File: src/rtl/gb_bus_pkg.sv
// rtl/gb_bus_pkg.sv - shared types and constants for the Game Boy system memory bus
package gb_bus_pkg;

    localparam int GB_ADDR_W = 16;
    localparam int GB_DATA_W = 8;

    // Value returned to the CPU when nothing drives the bus (error, timeout, retry abort)
    localparam logic [GB_DATA_W-1:0] OPEN_BUS_DATA = 8'hFF;

    typedef enum logic [1:0] {
        IDLE,
        REQ,
        WAIT,
        BACKOFF
    } bridge_state_t;

endpackage

File: src/rtl/gb_bus_watchdog.sv
// rtl/gb_bus_watchdog.sv - response timeout and retry-limit counters for a bus initiator
module gb_bus_watchdog #(
    parameter int TimeoutCycles = 256,
    parameter int MaxRetries    = 0
) (
    input  logic clk,
    input  logic rst,
    input  logic clearAll,
    input  logic clearTimeout,
    input  logic waitTick,
    input  logic retryTick,
    output logic timeoutDue,
    output logic retryLimitDue
);

    localparam int ToW = (TimeoutCycles < 1) ? 1 : $clog2(TimeoutCycles + 1);
    localparam logic [ToW-1:0] ToLast = ToW'(TimeoutCycles - 1);
    localparam logic [7:0] RetryLimit = 8'(MaxRetries);

    logic [ToW-1:0] toCnt;
    logic [7:0]     retryCnt;
    logic [7:0]     retryNext;

    // Saturating retry increment; the limit is judged on the count this RTY would produce
    assign retryNext     = (retryCnt == 8'hFF) ? retryCnt : retryCnt + 8'd1;
    assign retryLimitDue = (MaxRetries != 0) && (retryNext == RetryLimit);

    // The current silent WAIT cycle is the last one allowed
    assign timeoutDue    = (TimeoutCycles != 0) && (toCnt == ToLast);

    // Both counters saturate; timeout restarts on every strobe accept, retries only per access
    always_ff @(posedge clk or posedge rst) begin
        if (rst) begin
            toCnt    <= '0;
            retryCnt <= '0;
        end else begin
            if (clearAll || clearTimeout) begin
                toCnt <= '0;
            end else if (waitTick && (toCnt != {ToW{1'b1}})) begin
                toCnt <= toCnt + ToW'(1);
            end
            if (clearAll) begin
                retryCnt <= '0;
            end else if (retryTick) begin
                retryCnt <= retryNext;
            end
        end
    end

endmodule

File: src/rtl/gb_cpu_bus_bridge.sv
// rtl/gb_cpu_bus_bridge.sv - CPU byte access to pipelined Wishbone bridge with retry and timeout
module gb_cpu_bus_bridge
    import gb_bus_pkg::*;
#(
    parameter int TimeoutCycles = 256,
    parameter int RetryDelay    = 1,
    parameter int MaxRetries    = 0
) (
    input  logic                 clk,
    input  logic                 rst,
    input  logic                 cpuReq,
    input  logic [GB_ADDR_W-1:0] cpuAddr,
    input  logic                 cpuWe,
    input  logic [GB_DATA_W-1:0] cpuWData,
    output logic [GB_DATA_W-1:0] cpuRData,
    output logic                 cpuDone,
    output logic                 cpuErr,
    output logic                 cpuHold,
    output logic                 memCyc,
    output logic                 memStb,
    output logic                 memWe,
    output logic [GB_ADDR_W-1:0] memAddr,
    output logic [GB_DATA_W-1:0] memDatToTarget,
    input  logic [GB_DATA_W-1:0] memDatToInitiator,
    input  logic                 memAck,
    input  logic                 memErr,
    input  logic                 memRty,
    input  logic                 memStall
);

    localparam int BoW = (RetryDelay < 2) ? 1 : $clog2(RetryDelay);
    localparam logic [BoW-1:0] BoLast = BoW'(RetryDelay - 1);

    bridge_state_t        state, stateNext;
    logic                 cycNext, stbNext, weNext, doneNext, errNext;
    logic [GB_ADDR_W-1:0] addrNext;
    logic [GB_DATA_W-1:0] datNext, rdataNext;
    logic [BoW-1:0]       boCnt, boCntNext;
    logic                 abortNow;
    logic                 wdClearAll, wdClearTimeout, wdWaitTick, wdRetryTick;
    logic                 timeoutDue, retryLimitDue;

    gb_bus_watchdog #(
        .TimeoutCycles(TimeoutCycles),
        .MaxRetries   (MaxRetries)
    ) u_watchdog (
        .clk          (clk),
        .rst          (rst),
        .clearAll     (wdClearAll),
        .clearTimeout (wdClearTimeout),
        .waitTick     (wdWaitTick),
        .retryTick    (wdRetryTick),
        .timeoutDue   (timeoutDue),
        .retryLimitDue(retryLimitDue)
    );

    // The CPU must freeze in the very cycle it raises a request
    assign cpuHold = (state != IDLE) | cpuReq;

    // State, bus-facing latches and CPU result registers
    always_ff @(posedge clk or posedge rst) begin
        if (rst) begin
            state          <= IDLE;
            memCyc         <= 1'b0;
            memStb         <= 1'b0;
            memWe          <= 1'b0;
            memAddr        <= '0;
            memDatToTarget <= '0;
            cpuRData       <= OPEN_BUS_DATA;
            cpuDone        <= 1'b0;
            cpuErr         <= 1'b0;
            boCnt          <= '0;
        end else begin
            state          <= stateNext;
            memCyc         <= cycNext;
            memStb         <= stbNext;
            memWe          <= weNext;
            memAddr        <= addrNext;
            memDatToTarget <= datNext;
            cpuRData       <= rdataNext;
            cpuDone        <= doneNext;
            cpuErr         <= errNext;
            boCnt          <= boCntNext;
        end
    end

    // Next-state and next-output decode; response priority in WAIT is ERR > RTY > ACK
    always_comb begin
        stateNext      = state;
        cycNext        = memCyc;
        stbNext        = memStb;
        weNext         = memWe;
        addrNext       = memAddr;
        datNext        = memDatToTarget;
        rdataNext      = cpuRData;
        doneNext       = 1'b0;
        errNext        = 1'b0;
        boCntNext      = boCnt;
        abortNow       = 1'b0;
        wdClearAll     = 1'b0;
        wdClearTimeout = 1'b0;
        wdWaitTick     = 1'b0;
        wdRetryTick    = 1'b0;

        case (state)
            IDLE: begin
                if (cpuReq) begin
                    addrNext   = cpuAddr;
                    weNext     = cpuWe;
                    datNext    = cpuWData;
                    cycNext    = 1'b1;
                    stbNext    = 1'b1;
                    wdClearAll = 1'b1;
                    stateNext  = REQ;
                end
            end
            REQ: begin
                if (!memStall) begin
                    stbNext        = 1'b0;
                    wdClearTimeout = 1'b1;
                    stateNext      = WAIT;
                end
            end
            WAIT: begin
                if (memErr) begin
                    abortNow = 1'b1;
                end else if (memRty) begin
                    wdRetryTick = 1'b1;
                    if (retryLimitDue) begin
                        abortNow = 1'b1;
                    end else if (RetryDelay == 0) begin
                        stbNext   = 1'b1;
                        stateNext = REQ;
                    end else begin
                        cycNext   = 1'b0;
                        boCntNext = '0;
                        stateNext = BACKOFF;
                    end
                end else if (memAck) begin
                    if (!memWe) begin
                        rdataNext = memDatToInitiator;
                    end
                    doneNext  = 1'b1;
                    cycNext   = 1'b0;
                    stateNext = IDLE;
                end else begin
                    wdWaitTick = 1'b1;
                    if (timeoutDue) begin
                        abortNow = 1'b1;
                    end
                end
            end
            BACKOFF: begin
                if (boCnt == BoLast) begin
                    cycNext   = 1'b1;
                    stbNext   = 1'b1;
                    stateNext = REQ;
                end else begin
                    boCntNext = boCnt + BoW'(1);
                end
            end
            default: stateNext = IDLE;
        endcase

        if (abortNow) begin
            rdataNext = OPEN_BUS_DATA;
            doneNext  = 1'b1;
            errNext   = 1'b1;
            cycNext   = 1'b0;
            stbNext   = 1'b0;
            stateNext = IDLE;
        end
    end

    // Target responses outside WAIT mean the target broke the handshake
    always @(posedge clk) begin
        if (!rst && (state != WAIT)) begin
            assert (!(memAck || memErr || memRty));
        end
    end

endmodule
File: config.mk
export PLATFORM = sky130hd
export DESIGN_NAME = gb_cpu_bus_bridge
export DESIGN_NICKNAME = d
export VERILOG_FILES = /design/src/rtl/gb_bus_pkg.sv /design/src/rtl/gb_bus_watchdog.sv /design/src/rtl/gb_cpu_bus_bridge.sv
export SDC_FILE = /design/constraint.sdc
export NUM_CORES = 1
export LEC_CHECK = 0
export CAP_MARGIN = 40
export CORE_ASPECT_RATIO = 1.1
export CORE_MARGIN = 5
export CORE_UTILIZATION = 48
export DETAILED_ROUTE_END_ITERATION = 10
export GPL_ROUTABILITY_DRIVEN = 0
export PLACE_DENSITY = 0.87
export SLEW_MARGIN = 25
export SYNTH_ARGS = -nofsm -noshare
export SYNTH_HDL_FRONTEND = slang
export SYNTH_SLANG_ARGS = --single-unit
File: constraint.sdc
create_clock -name clk -period 4.6 [get_ports clk]
set_input_delay 0.92 -clock clk [delete_from_list [all_inputs] [get_ports clk]]
set_output_delay 0.92 -clock clk [all_outputs]
set_load 0.02 [all_outputs]
==> results of run 1 <==
==> power groups by stage <==
stage	sequential [mW]	clock, mW	combinational [mW]
floorplan	0.907	0	0.308
global placement	0.703	0	0.925
detailed placement	0.715	0	0.952
CTS	0.710	0.333	0.958
global route	0.736	0.355	1.02
finish	0.708	0.328	0.945
==> final timing paths <==
| kind | startpoint | endpoint | cells past startpoint |
|---|---|---|---|
| worst max-delay path | cpuReq | cpuHold | 4 |
| worst max register to register | u_watchdog.toCnt[0] | state[0] | 8 |
| worst min-delay path | cpuRData[4] | cpuRData[4] | 2 |
| worst min register to register | cpuRData[4] | cpuRData[4] | 2 |
| min in group asynchronous | rst | u_watchdog.toCnt[0] | 2 |
| max in group asynchronous | rst | cpuRData[5] | 3 |
==> cell families (layout without fill, tap and decap cells) <==
kind of cell             after synthesis  in the layout
AO/OA/AOI/OAI                         23             23
flip-flops                            48             48
adder cells (fa/ha/maj)                9              9
buffers and inverters                 12             94
AND/OR/NAND/NOR                       54             54
XOR/XNOR                               6              6
multiplexers                          28             28
==> area by class of cell <==
| type | instances | area [µm²] |
|---|---|---|
| Fill cell | 294 | 1200 |
| Clock buffer | 7 | 96.3 |
| Sequential cell | 48 | 1210 |
| Clock inverter | 1 | 30.0 |
| Multi-Input combinational cell | 120 | 916 |
| Timing Repair Buffer | 79 | 802 |
| Tap cell | 54 | 67.6 |
| Inverter | 7 | 26.3 |
==> state kept, by name, summed over array words and instances (netlist names) <==
register / cells
memAddr: 16
u_watchdog.toCnt: 9
cpuRData: 8
memDatToTarget: 8
state: 2
cpuDone: 1
cpuErr: 1
memCyc: 1
memStb: 1
memWe: 1
==> through the flow <==
step | worst slack, ns | instances | total power [mW]
after CTS | 1.43 | 316 | 2.00
after global placement | 1.48 | 306 | 1.63
final | 1.42 | 316 | 1.98
after detailed placement | 1.42 | 308 | 1.67
after global routing | 1.36 | 316 | 2.11
after floorplan | 2.36 | 180 | 1.22
==> critical path, cell delays in order <==
cell and delay [ns]:
clkdlybuf4s50_1 0.46, nor2b_1 0.26, inv_1 0.07, clkdlybuf4s50_1 0.54
==> synth_stat cells (all sizes together) (2+ instances only) <==
library cell	count	area [µm²]
dfrtp	40	1000
mux2	28	315
nor2	28	105
a21oi	11	55.1
nand2	10	37.5
ha	9	113
dfstp	8	210
inv	7	26.3
xnor2	6	52.6
o21ai	4	20.0
clkbuf	3	11.3
nand3	3	15.0
a31oi	2	27.5
buf	2	18.8
nor2b	2	12.5
nor3	2	10.0
or4b	2	20.0
==> routing by layer <==
layer | wire length [µm] | track usage
met3 | 498 | 0.0730
met5 | 0 | 0
met4 | 48 | 0.0427
met2 | 2520 | 0.324
met1 | 1860 | 0.212
==> results.json, run 1 <==
{
  "grt_use_total": 0.185,
  "fin_crit_ns": 3.18,
  "drtAntennaViolNets": 0,
  "period_share": 0.690,
  "dieHeight_um": 80.7,
  "cts_tree": "done",
  "synth_top_family_by_area": "multiplexers",
  "synth_xor_area_frac": 0.0241,
  "grt_max_degree": 31,
  "required_ns": 3.68,
  "utilization": 0.724,
  "area_growth_pct": 44.2,
  "grt-ovfl-total": 0,
  "clk_latency_ns": 0.29,
  "grt_pass1_wl_um": 8480,
  "row_count": 25,
  "nets": 310,
  "maxSlewHeadroom": 0.560,
  "path_clk_slew_ns": 0.08,
  "endpoint_kind": "output pin",
  "port_buffers": 77,
  "diodes": 0,
  "via_count": 1649,
  "antenna_found_initial": 0,
  "die_area_um2": 6000,
  "dpl-instance-area_um2": 3020,
  "ir_drop_mv": 0.443,
  "clkPwrFrac": 0.166,
  "rsz0062_at_grt": "false",
  "mostFrequentLayoutCell": "clkdlybuf4s50_1",
  "clockBufferDepth": 2,
  "wl_per_cell_um": 15.6,
  "worst_slew_pin_slew_ns": 0.656,
  "ctsResizeCount": 0,
  "clock_skew_ns": 0.00556,
  "async_flop_share": 1.00,
  "criticalPathCategory": "primary input to output pin",
  "ys.flop_type": "dfrtp_1",
  "drt-pass1-iter-count": 4,
  "cts_sinks": 48,
  "status": "finished, final reports clean",
  "ys_ff_latch": 48,
  "p_per_area_nw_per_um2": 629,
  "syn_nets": 229,
  "synth_edf_count": 0,
  "hold_viol_final": 0,
  "swShare": 0.347,
  "viasPerCell": 5.22,
  "tns_ns": 0,
  "synthCells": 180,
  "die_w_um": 74.3,
  "finalInstanceArea_um2": 3150,
  "p_int_mw": 1.29,
  "start_util": 0.502,
  "drt_iter0_markers": 74,
  "synth_mux_area_frac": 0.144,
  "core_um2": 4350,
  "seq_area_frac_synth": 0.555,
  "place_hpwl_um": 3720,
  "ys_types": 34,
  "hold_buffers": 0,
  "synth-simple-area-share": 0.131,
  "drt_drc_violations_left": 0,
  "ios": 78,
  "combPwrFrac": 0.477,
  "slew_viol_final": 0,
  "whs_ns": 0.507,
  "startpoint_type": "primary input",
  "p_leak_nw": 1.29,
  "cts_buffers": 5,
  "yosysWarnings": 0,
  "setup_violations": 0,
  "cts_setup_buffers": 0,
  "cts_max_level": 2,
  "cts.root.buffer_cell": "clkbuf_8",
  "layout_common_cells": "clkdlybuf4s50_1 (77), dfrtp_1 (40), nor2_1 (28), mux2_2 (27), a21oi_1 (11)",
  "syn_area_um2": 2180,
  "min_path_type": "flop to flop",
  "p_sw_uw": 687,
  "synthAdderAreaFrac": 0.0516,
  "synth_area_per_cell_um2": 12.1,
  "synth_compound_area_frac": 0.0688,
  "grt_pass1_vias": 1781,
  "max_cap_violations": 0,
  "wirelength_um": 4930,
  "cp_max_fo": 3,
  "drive_gt1_frac": 0.187,
  "crit_arrival_ns": 2.26,
  "max_freq_ghz": 0.315,
  "rrSetupSlack_ns": 2.14,
  "pwr-share-seq": 0.357
}
No activity file was read; power rests on OpenSTA's default activity.
==> run 2: changes to the inputs <==
--- a/config.mk
+++ b/config.mk
@@ -8,10 +8,10 @@
 export CAP_MARGIN = 40
 export CORE_ASPECT_RATIO = 1.1
 export CORE_MARGIN = 5
-export CORE_UTILIZATION = 48
+export CORE_UTILIZATION = 40
 export DETAILED_ROUTE_END_ITERATION = 10
 export GPL_ROUTABILITY_DRIVEN = 0
-export PLACE_DENSITY = 0.87
+export PLACE_DENSITY = 0.78
 export SLEW_MARGIN = 25
 export SYNTH_ARGS = -nofsm -noshare
 export SYNTH_HDL_FRONTEND = slang
==> constraint.sdc (replaced) <==
create_clock -name clk -period 2.6 [get_ports clk]
set_input_delay 0.52 -clock clk [delete_from_list [all_inputs] [get_ports clk]]
set_output_delay 0.52 -clock clk [all_outputs]
set_load 0.02 [all_outputs]
==> run 2 against run 1 <==
Net effect:
- routed wire length is 2.6% lower
- clock-buffer cell count is 1 lower
- via count is 2.0% lower
- register-to-register slack worse by 1.7 ns
- critical path depth is 1 higher
- critical path type is now flop to output pin
==> results.json, run 2 (synthesis gave the netlist of run 1 again) <==
{
  "maxSlewHeadroom": 0.568,
  "r2r.worst_path.cells": 7,
  "max_cap_violations": 0,
  "wl_met2_um": 2270,
  "min_path_type": "flop to flop",
  "clockBufferDepth": 2,
  "hold_viol_final": 0,
  "ir_drop_mv": 0.619,
  "tns_ns": 0,
  "viasPerCell": 4.77,
  "row_count": 28,
  "diodes": 0,
  "clkPwrFrac": 0.134,
  "rsz0062_at_grt": "false",
  "fin_crit_ns": 2.46,
  "wirelength_um": 4800,
  "endpoint_kind": "output pin",
  "worst_slew_pin_slew_ns": 0.644,
  "path_clk_slew_ns": 0.08,
  "r2r-end": "u_watchdog.toCnt[8]",
  "wl_met1_um": 2040,
  "status": "finished, final reports clean",
  "port_buffers": 77,
  "rrSetupSlack_ns": 0.43,
  "p_sw_mw": 1.20,
  "pwr-share-seq": 0.369,
  "mostFrequentLayoutCell": "clkdlybuf4s50_1",
  "grt_pass1_wl_um": 7960,
  "via_count": 1616,
  "seqCellArea_um2": 1210,
  "drive_gt1_frac": 0.197,
  "cts_sinks": 48,
  "worstReg2RegStart": "state[0]",
  "start_util": 0.407,
  "crit_arrival_ns": 1.94,
  "swShare": 0.356,
  "cts_setup_buffers": 0,
  "nets": 312,
  "min_to": "cpuRData[5]",
  "place_hpwl_um": 3520,
  "die_area_um2": 7040,
  "cts.root.buffer_cell": "clkbuf_8",
  "p_int_mw": 2.18,
  "drt-pass1-iter-count": 4,
  "hold_depth": 2,
  "whs_ns": 0.505,
  "layout_common_cells": "clkdlybuf4s50_1 (77), dfrtp_1 (40), nor2_1 (28), mux2_2 (27), a21oi_1 (11)",
  "largest_register_ffs": 16,
  "dieHeight_um": 87.5,
  "min-delay-start": "cpuRData[5]",
  "top_register": "memAddr",
  "ios": 78,
  "reg.largest.list": "memAddr: 16 flops, u_watchdog.toCnt: 9 flops",
  "p_per_area_nw_per_um2": 1070,
  "required_ns": 2.08,
  "startpoint_type": "flop",
  "slew_viol_final": 0,
  "wl_met3_um": 412,
  "p_leak_nw": 1.30,
  "multi_input_area_um2": 918,
  "core_um2": 5360,
  "drt_drc_violations_left": 0,
  "die_w_um": 80.4,
  "clock_skew_ns": 0.00714,
  "wl_per_cell_um": 14.2,
  "criticalPathCategory": "flop to output pin",
  "cts_tree": "done",
  "grt_use_total": 0.147,
  "combPwrFrac": 0.496,
  "drt_iter0_markers": 61,
  "drtAntennaViolNets": 0,
  "setup_violations": 0,
  "grt-ovfl-total": 0,
  "cts_buffers": 5,
  "ctsResizeCount": 0,
  "area_growth_pct": 45.1,
  "top_layer_used": "met4",
  "max_freq_ghz": 0.407,
  "grt_max_degree": 27,
  "clk_latency_ns": 0.30,
  "grt_pass1_vias": 1681,
  "antenna_found_initial": 0,
  "fillers": 466,
  "cp_max_fo": 4,
  "period_share": 0.946,
  "cts_max_level": 2,
  "hold_buffers": 0
}
==> run 2: metrics by stage <==
| step | power [mW] | area [µm²] | setup slack [ns] | std cells | utilization |
|---|---|---|---|---|---|
| detailed placement | 2.95 | 3070 | 0.188 | 331 | 0.573 |
| CTS | 3.42 | 3170 | 0.0643 | 339 | 0.591 |
| floorplan | 2.15 | 2180 | 0.627 | 180 | - |
| global route | 3.60 | 3170 | 0.00574 | 339 | 0.591 |
| finish | 3.38 | 3170 | 0.142 | 339 | 0.591 |
| global placement | 2.91 | 3070 | 0.244 | 331 | 0.573 |
==> run 2: routing by layer <==
layer / up-vias / global-route usage
li1: 785 / -
met4: 0 / 0.0645
met5: - / 0
met3: 7 / 0.0549
met2: 49 / 0.233
met1: 775 / 0.179
==> run 2: area by class of cell <==
cell class              count  area share
flip-flops and latches     48       0.382
multi-input cells         120       0.290
repair buffers             81       0.261
well taps                  75      0.0296
clock buffers               6      0.0261
inverters                   7     0.00829
clock inverters             2     0.00316
==> run 2: power by group through the flow <==
stage | combinational [mW] | sequential (mW) | clock [mW]
3_5_place_dp | 1.69 | 1.26 | 0
3_3_place_gp | 1.67 | 1.25 | 0
2_1_floorplan | 0.545 | 1.61 | 0
6_report | 1.68 | 1.25 | 0.454
5_1_grt | 1.80 | 1.30 | 0.509
4_1_cts | 1.70 | 1.25 | 0.473
==> run 2: worst max-delay path by stage <==
stage,start,endpoint,slack (ns),cells after the start
6_report,state[1],cpuHold,0.14,5
5_1_grt,state[1],cpuHold,0.006,5
4_1_cts,state[0],cpuHold,0.06,5
3_5_place_dp,memRty,u_watchdog.toCnt[8],0.19,6
3_3_place_gp,memRty,u_watchdog.toCnt[8],0.24,6
2_1_floorplan,state[0],state[0],0.63,6
==> run 2: worst max-delay path, cell delays in order (launching register included) <==
cell and delay (ns):
dfrtp_1 0.44, inv_1 0.14, ha_1 0.23, nor2b_2 0.24, inv_1 0.06, clkdlybuf4s50_1 0.54
